<file path="src/rtl/trap_unit.sv">
`default_nettype none
// ============================================================================
// Module   : trap_unit
// Brief    : M/S trap sequencer: privilege, status, epc/cause/tval, PC redirect.
//            Optional S-mode support enabled by defining TRAP_UNIT_SMODE_EN.
// Revision : 1.0 - initial release
// ============================================================================
module trap_unit #(
    parameter int              XLEN        = 32,
    parameter logic [XLEN-1:0] MTVEC_RESET = 32'h0000_0100
) (
    input  logic            clk_i,
    input  logic            rst_i,
    input  logic            trap_valid_i,
    output logic            trap_ready_o,
    input  logic [XLEN-1:0] trap_cause_i,
    input  logic [XLEN-1:0] trap_pc_i,
    input  logic [XLEN-1:0] trap_tval_i,
    input  logic            mret_i,
    input  logic            sret_i,
    output logic            redirect_valid_o,
    input  logic            redirect_ready_i,
    output logic [XLEN-1:0] redirect_pc_o,
    output logic [1:0]      priv_lvl_o,
    input  logic            csr_we_i,
    input  logic [11:0]     csr_addr_i,
    input  logic [XLEN-1:0] csr_wdata_i,
    output logic [XLEN-1:0] csr_rdata_o
);

    typedef enum logic [1:0] {
        IDLE  = 2'd0,
        SAVE  = 2'd1,
        REDIR = 2'd2
    } state_t;

    localparam logic [1:0] c_priv_u    = 2'b00;
    localparam logic [1:0] c_priv_s    = 2'b01;
    localparam logic [1:0] c_priv_m    = 2'b11;
    localparam logic [1:0] c_kind_trap = 2'd0;
    localparam logic [1:0] c_kind_mret = 2'd1;
    localparam logic [1:0] c_kind_sret = 2'd2;
    localparam logic [XLEN-1:0] c_cause_illegal = XLEN'(2);

    state_t          r_state, w_state_nxt;
    logic            w_accept;
    logic [1:0]      r_kind;
    logic [XLEN-1:0] r_req_cause, r_req_pc, r_req_tval;
    logic [XLEN-1:0] r_target;

    logic [1:0]      r_priv;
    logic            r_mie, r_mpie;
    logic [1:0]      r_mpp;
    logic [XLEN-1:0] r_mtvec, r_mepc, r_mcause, r_mtval;
`ifdef TRAP_UNIT_SMODE_EN
    logic            r_sie, r_spie, r_spp;
    logic [XLEN-1:0] r_stvec, r_sepc, r_scause, r_stval, r_medeleg;
    logic            w_deleg;
`endif

    logic            w_mret_ok, w_sret_ok, w_mpp_legal, w_csr_we;
    logic [XLEN-1:0] w_mstatus;

    assign w_mret_ok = (r_priv == c_priv_m);
`ifdef TRAP_UNIT_SMODE_EN
    assign w_sret_ok   = (r_priv != c_priv_u);
    assign w_mpp_legal = (csr_wdata_i[12:11] != 2'b10);
    // Only synchronous exceptions from below M may be delegated.
    assign w_deleg     = (r_kind == c_kind_trap) && !r_req_cause[XLEN-1] &&
                         r_medeleg[r_req_cause[4:0]] && (r_priv != c_priv_m);
`else
    assign w_sret_ok   = 1'b0;
    assign w_mpp_legal = (csr_wdata_i[12:11] == c_priv_m) ||
                         (csr_wdata_i[12:11] == c_priv_u);
`endif
    assign w_csr_we = csr_we_i && (r_state == IDLE);

    always_ff @(posedge clk_i) begin
        if (rst_i) r_state <= IDLE;
        else       r_state <= w_state_nxt;
    end

    always_comb begin
        w_state_nxt = r_state;
        w_accept    = 1'b0;
        case (r_state)
            IDLE: begin
                if (trap_valid_i || mret_i || sret_i) begin
                    w_state_nxt = SAVE;
                    w_accept    = 1'b1;
                end
            end
            SAVE:    w_state_nxt = REDIR;
            REDIR:   if (redirect_ready_i) w_state_nxt = IDLE;
            default: w_state_nxt = IDLE;
        endcase
    end

    // Request capture; an illegal return is turned into an illegal-instruction trap.
    always_ff @(posedge clk_i) begin
        if (rst_i) begin
            r_kind      <= c_kind_trap;
            r_req_cause <= '0;
            r_req_pc    <= '0;
            r_req_tval  <= '0;
        end else if (w_accept) begin
            r_req_pc <= trap_pc_i;
            if (trap_valid_i) begin
                r_kind      <= c_kind_trap;
                r_req_cause <= trap_cause_i;
                r_req_tval  <= trap_tval_i;
            end else if (mret_i && w_mret_ok) begin
                r_kind <= c_kind_mret;
            end else if (!mret_i && w_sret_ok) begin
                r_kind <= c_kind_sret;
            end else begin
                r_kind      <= c_kind_trap;
                r_req_cause <= c_cause_illegal;
                r_req_tval  <= '0;
            end
        end
    end

    always_ff @(posedge clk_i) begin
        if (rst_i) begin
            r_priv   <= c_priv_m;
            r_mie    <= 1'b0;
            r_mpie   <= 1'b0;
            r_mpp    <= c_priv_m;
            r_mtvec  <= MTVEC_RESET;
            r_mepc   <= '0;
            r_mcause <= '0;
            r_mtval  <= '0;
            r_target <= '0;
`ifdef TRAP_UNIT_SMODE_EN
            r_sie     <= 1'b0;
            r_spie    <= 1'b0;
            r_spp     <= 1'b0;
            r_stvec   <= '0;
            r_sepc    <= '0;
            r_scause  <= '0;
            r_stval   <= '0;
            r_medeleg <= '0;
`endif
        end else if (r_state == SAVE) begin
            case (r_kind)
                c_kind_mret: begin
                    r_priv   <= r_mpp;
                    r_mie    <= r_mpie;
                    r_mpie   <= 1'b1;
                    r_mpp    <= c_priv_u;
                    r_target <= r_mepc;
                end
`ifdef TRAP_UNIT_SMODE_EN
                c_kind_sret: begin
                    r_priv   <= r_spp ? c_priv_s : c_priv_u;
                    r_sie    <= r_spie;
                    r_spie   <= 1'b1;
                    r_spp    <= 1'b0;
                    r_target <= r_sepc;
                end
`endif
                default: begin
`ifdef TRAP_UNIT_SMODE_EN
                    if (w_deleg) begin
                        r_sepc   <= {r_req_pc[XLEN-1:2], 2'b00};
                        r_scause <= r_req_cause;
                        r_stval  <= r_req_tval;
                        r_spie   <= r_sie;
                        r_sie    <= 1'b0;
                        r_spp    <= r_priv[0];
                        r_priv   <= c_priv_s;
                        r_target <= r_stvec;
                    end else
`endif
                    begin
                        r_mepc   <= {r_req_pc[XLEN-1:2], 2'b00};
                        r_mcause <= r_req_cause;
                        r_mtval  <= r_req_tval;
                        r_mpie   <= r_mie;
                        r_mie    <= 1'b0;
                        r_mpp    <= r_priv;
                        r_priv   <= c_priv_m;
                        r_target <= {r_mtvec[XLEN-1:2], 2'b00};
                    end
                end
            endcase
        end else if (w_csr_we) begin
            case (csr_addr_i)
                12'h300: begin
                    r_mie  <= csr_wdata_i[3];
                    r_mpie <= csr_wdata_i[7];
                    if (w_mpp_legal) r_mpp <= csr_wdata_i[12:11];
`ifdef TRAP_UNIT_SMODE_EN
                    r_sie  <= csr_wdata_i[1];
                    r_spie <= csr_wdata_i[5];
                    r_spp  <= csr_wdata_i[8];
`endif
                end
                12'h305: r_mtvec  <= {csr_wdata_i[XLEN-1:2], 2'b00};
                12'h341: r_mepc   <= {csr_wdata_i[XLEN-1:2], 2'b00};
                12'h342: r_mcause <= csr_wdata_i;
                12'h343: r_mtval  <= csr_wdata_i;
`ifdef TRAP_UNIT_SMODE_EN
                12'h100: begin
                    r_sie  <= csr_wdata_i[1];
                    r_spie <= csr_wdata_i[5];
                    r_spp  <= csr_wdata_i[8];
                end
                12'h105: r_stvec   <= {csr_wdata_i[XLEN-1:2], 2'b00};
                12'h141: r_sepc    <= {csr_wdata_i[XLEN-1:2], 2'b00};
                12'h142: r_scause  <= csr_wdata_i;
                12'h143: r_stval   <= csr_wdata_i;
                12'h302: r_medeleg <= csr_wdata_i;
`endif
                default: ;
            endcase
        end
    end

    always_comb begin
        w_mstatus        = '0;
        w_mstatus[3]     = r_mie;
        w_mstatus[7]     = r_mpie;
        w_mstatus[12:11] = r_mpp;
`ifdef TRAP_UNIT_SMODE_EN
        w_mstatus[1]     = r_sie;
        w_mstatus[5]     = r_spie;
        w_mstatus[8]     = r_spp;
`endif
    end

    always_comb begin
        csr_rdata_o = '0;
        case (csr_addr_i)
            12'h300: csr_rdata_o = w_mstatus;
            12'h305: csr_rdata_o = r_mtvec;
            12'h341: csr_rdata_o = r_mepc;
            12'h342: csr_rdata_o = r_mcause;
            12'h343: csr_rdata_o = r_mtval;
`ifdef TRAP_UNIT_SMODE_EN
            12'h100: begin
                csr_rdata_o[1] = r_sie;
                csr_rdata_o[5] = r_spie;
                csr_rdata_o[8] = r_spp;
            end
            12'h105: csr_rdata_o = r_stvec;
            12'h141: csr_rdata_o = r_sepc;
            12'h142: csr_rdata_o = r_scause;
            12'h143: csr_rdata_o = r_stval;
            12'h302: csr_rdata_o = r_medeleg;
`endif
            default: csr_rdata_o = '0;
        endcase
    end

    assign trap_ready_o     = (r_state == IDLE);
    assign redirect_valid_o = (r_state == REDIR);
    assign redirect_pc_o    = r_target;
    assign priv_lvl_o       = r_priv;

endmodule
`default_nettype wire

</file>
<file path="config.mk">
export PLATFORM = sky130hd
export DESIGN_NAME = trap_unit
export DESIGN_NICKNAME = d
export VERILOG_FILES = /design/src/rtl/trap_unit.sv
export SDC_FILE = /design/constraint.sdc
export NUM_CORES = 1
export LEC_CHECK = 0
export ABC_AREA = 1
export BUFFER_PORTS_ARGS = -buffer_cell sky130_fd_sc_hd__buf_2
export CAP_MARGIN = 30
export CORE_MARGIN = 2
export CORE_UTILIZATION = 51
export CTS_CLUSTER_SIZE = 30
export DETAILED_ROUTE_END_ITERATION = 7
export GPL_TIMING_DRIVEN = 0
export HOLD_SLACK_MARGIN = 0.03
export PLACE_DENSITY = 0.77
export SLEW_MARGIN = 20
export SYNTH_ARGS = -nofsm -noshare
export SYNTH_HDL_FRONTEND = slang
export SYNTH_SLANG_ARGS = --single-unit
</file>
<file path="constraint.sdc">
create_clock -name clk_i -period 2.1 [get_ports clk_i]
set_input_delay 0.63 -clock clk_i [delete_from_list [all_inputs] [get_ports clk_i]]
set_output_delay 0.63 -clock clk_i [all_outputs]
set_load 0.05 [all_outputs]
</file>
==> impl_results.md <==
- Critical path endpoint category: primary output
- Max Clk Rate: 392.8 MHz
- Final setup fails: 32
- Total of max-cap violations: 0
- Xor-xnor portion of the synthesized cell area: 0%
- Max-slew violations: 0
- Largest buffer count on any clock path: 3
- Via/cell ratio: 5.371
- Rows: 55
- Simple-gate portion of the synthesized area: 30.75%
- Peak VDD IR: 578.2 uV
- Iteration-0 DRC Markers: 1298
- Share of the synthesized area in the top cell type: 44.01%
- Overall power: 12.32 mW
- Vias: 12.15k
- WL/cell: 18.41 um
- Vias in the first global route: 11.15k
- Failing checks: negative setup slack
- Worst path bufs/invs: 5
- Rel. slew slack: 46.99%
- Sequential-to-total area share from yosys stat: 44.01%
- Critical Path Slowest Stage Cell: and3_4
- Design Area, Final: 15050 um2
- Syn Inst Count: 1690
- FF+latch count, synth: 257
- Fillers: 1968
- Top cells by count, synth: nand2_1, dfxtp_1, nor2_1
- Mux contribution to synthesized area: 0%
- CTS tree: done
- Crit path largest cell delay: 280 ps
- Slew of the pin with the lowest slew margin: 795.1 ps
- Clk sinks: 257
- Die width: 155.4 um
- Final Hold Fails: 0
- Num CTS Buffers: 26
- Pwr Density: 818.7 nW/um2
- Fin Hold WS: 320.1 ps
- Type of the most critical hold path: input port to register
- Layout cell share with drive strength beyond 1: 22.61%
- Critical path class: input port to primary output
- Leakage: 6.771 nW
- Layout Nets: 2106
- Asr flop ratio synth: 0%
- Top cell by count, worst path: buf_8
- Post-DP Area: 13270 um2
- Crit-path leading delay family: simple AND/OR/NAND/NOR gates
- CTS root buffer: clkbuf_16
- HPWL Detailed: 31370 um
- RSZ-0062 raised after global routing: yes
- Clock-pin slew on the worst setup and hold paths: 60 ps
- Mapped cell area: 11690 um2
- Post-layout min period: 2546 ps
- Area Overhead vs Synth: 28.77%
- Largest net degree at the start of global routing: 14
- Synth area leader: dfxtp_1
- Layout Skew: 10.30 ps
- Latest clock arrival within the worst-skew pair: 540 ps
- Die Span Y: 155.4 um
- Core Area: 22570 um2
- Critical path arrival: 1920 ps
- Crit-path cells: buf_8 -> clkinv_8 -> nand2_4 -> nor2_4 -> and3_4 -> buf_12 -> buf_8 -> nand2_2 -> nand4_1 -> buf_6
- Antenna diode count: 0
- Setup TNS: -11850 ps
- Routed Antenna Nets: 0
- Top cells by area, synth: dfxtp_1, nand2_1, nor2_1
- Initial antenna violation count: 0
- Synthesized area per cell: 6.917 um2
- Grt ovf: 0
- Post-synth EDFFs: 0
- IO Pins: 215
- CP required: 1470 ps
- Top-count cell post-synth: nand2_1
- First-pass GRT wire length: 61760 um
- WL final: 41640 um
- Final worst setup slack: -445.6 ps
- Period utilisation layout: 121.2%
- Final GP Congestion: 0.9281
- Worst-path fanout max: 5
- Post-synthesis compound-gate area fraction: 14.95%
- Status: complete, but fails checks
- H-tree depth: 1
- Top_reg_cell synth: dfxtp_1
- Full die area: 24150 um2
- PortBufs: 209
- First-pass DRT Iterations: 6
- Initial core utilization: 51.79%
- Ys Warns: 0
- Synth cell types: 28
- Startpoint types: input port
- Largest family of logic cells by synthesized area: simple AND/OR/NAND/NOR gates
- Worst reg2reg setup slack: 90 ps
- DRC Markers: 0
- Total global-route track usage: 32.92%
- Hold buffers post-CTS: 0
- Adder-Cell Fraction of Synth Area: 0%
## worst register-to-register path: stages (launching register included)
cell and delay, ps:
dfxtp_1 370, inv_1 70, nand2_1 260, buf_4 260
clkbuf_1 450, o21ai_0 170, nand3b_1 180, nand2_1 90
nor2_1 50
## per-layer routing
| layer | wire (um) | GRT usage (%) |
|---|---|---|
| met1 | 18410 | 48.63 |
| met2 | 17800 | 50.08 |
| met3 | 4206 | 4.875 |
| met4 | 1222 | 9.131 |
| met5 | 0 | 0 |
## report_power, final
group,internal (mW),switching (mW)
Clock,2.74,1.93
Combinational,0.750,1.45
Sequential,5.24,0.221
Total,8.72,3.60
## layout make-up
cell class | count | area, um2 | share of cell area (%)
repair buffers | 240 | 1704 | 11.32
inverters | 160 | 668.1 | 4.439
multi-input cells | 1152 | 5623 | 37.35
flip-flops and latches | 257 | 5145 | 34.18
well taps | 285 | 356.6 | 2.369
plain buffers | 122 | 695.7 | 4.621
clock buffers | 39 | 800.8 | 5.320
clock inverters | 7 | 60.06 | 0.3990
## path summary, 6_finish.rpt
check,endpoint,cells after the start,startpoint
min reg2reg,r_req_cause[26],2,r_req_cause[26]
max reg2reg,r_mcause[1],8,r_state[1]
min,r_req_pc[6],3,trap_pc_i[6]
max,csr_rdata_o[19],10,csr_addr_i[5]
## logic make-up after synthesis
| family | count (synthesis) |
|---|---|
| buffers and inverters | 283 |
| other | 1 |
| AO/OA/AOI/OAI | 324 |
| AND/OR/NAND/NOR | 825 |
| flip-flops | 257 |
## sequential cells by signal, indices dropped and copies added, names as in the netlist
name and count:
r_mcause 32, r_mie 1, r_req_cause 32, r_mpie 1, r_kind 1, r_state 2, r_mpp 2, r_req_pc 30
r_mtvec 30, priv_lvl_o 2, redirect_pc_o 30, r_mepc 30, r_req_tval 32, r_mtval 32
## cell usage in the layout, fill, tap and decap left out, types with 3 or more instances in the layout
cell type  synthesis  routed
nand2_1          414     368
clkbuf_1          38      37
clkbuf_16          0      29
clkbuf_8           0       8
buf_1             10      10
dfxtp_1          257     257
o22ai_1           63      63
nor2_1           236     226
buf_12             0       5
nand2_2            3      39
clkinv_2           0       6
nand3_1           45      42
nand2_4            0      10
o21ai_1           11      11
nor2_4             0       6
buf_6              0      37
a31oi_1           30      30
buf_4             17      40
buf_8              0      17
inv_1            156     145
a21oi_1          100     100
nand3b_1          94      94
nand4_1           26      26
nor2_2             4       8
buf_2             57     215
inv_2              3       4
o21ai_0          117     117
clkinv_4           0       3
inv_4              0       3
## through the flow
stage | util (%) | worst slack [ps] | std cells
final | 66.69 | -445.6 | 2262
after global routing | 66.69 | -441.7 | 2262
after detailed placement | 58.78 | -655.5 | 2185
after floorplan | - | -242.8 | 1691
after global placement | 58.78 | -644.1 | 2185
after CTS | 65.77 | -382.2 | 2256
## what timing repair did
action	CTS	global route
endpoints found under the setup margin	33	36
resized for setup	143	56
buffers inserted	20	4
hold endpoints to repair	0	0
gates cloned	6	3
pin swaps	37	22
Note: power is estimated with default switching activity, not from simulation.
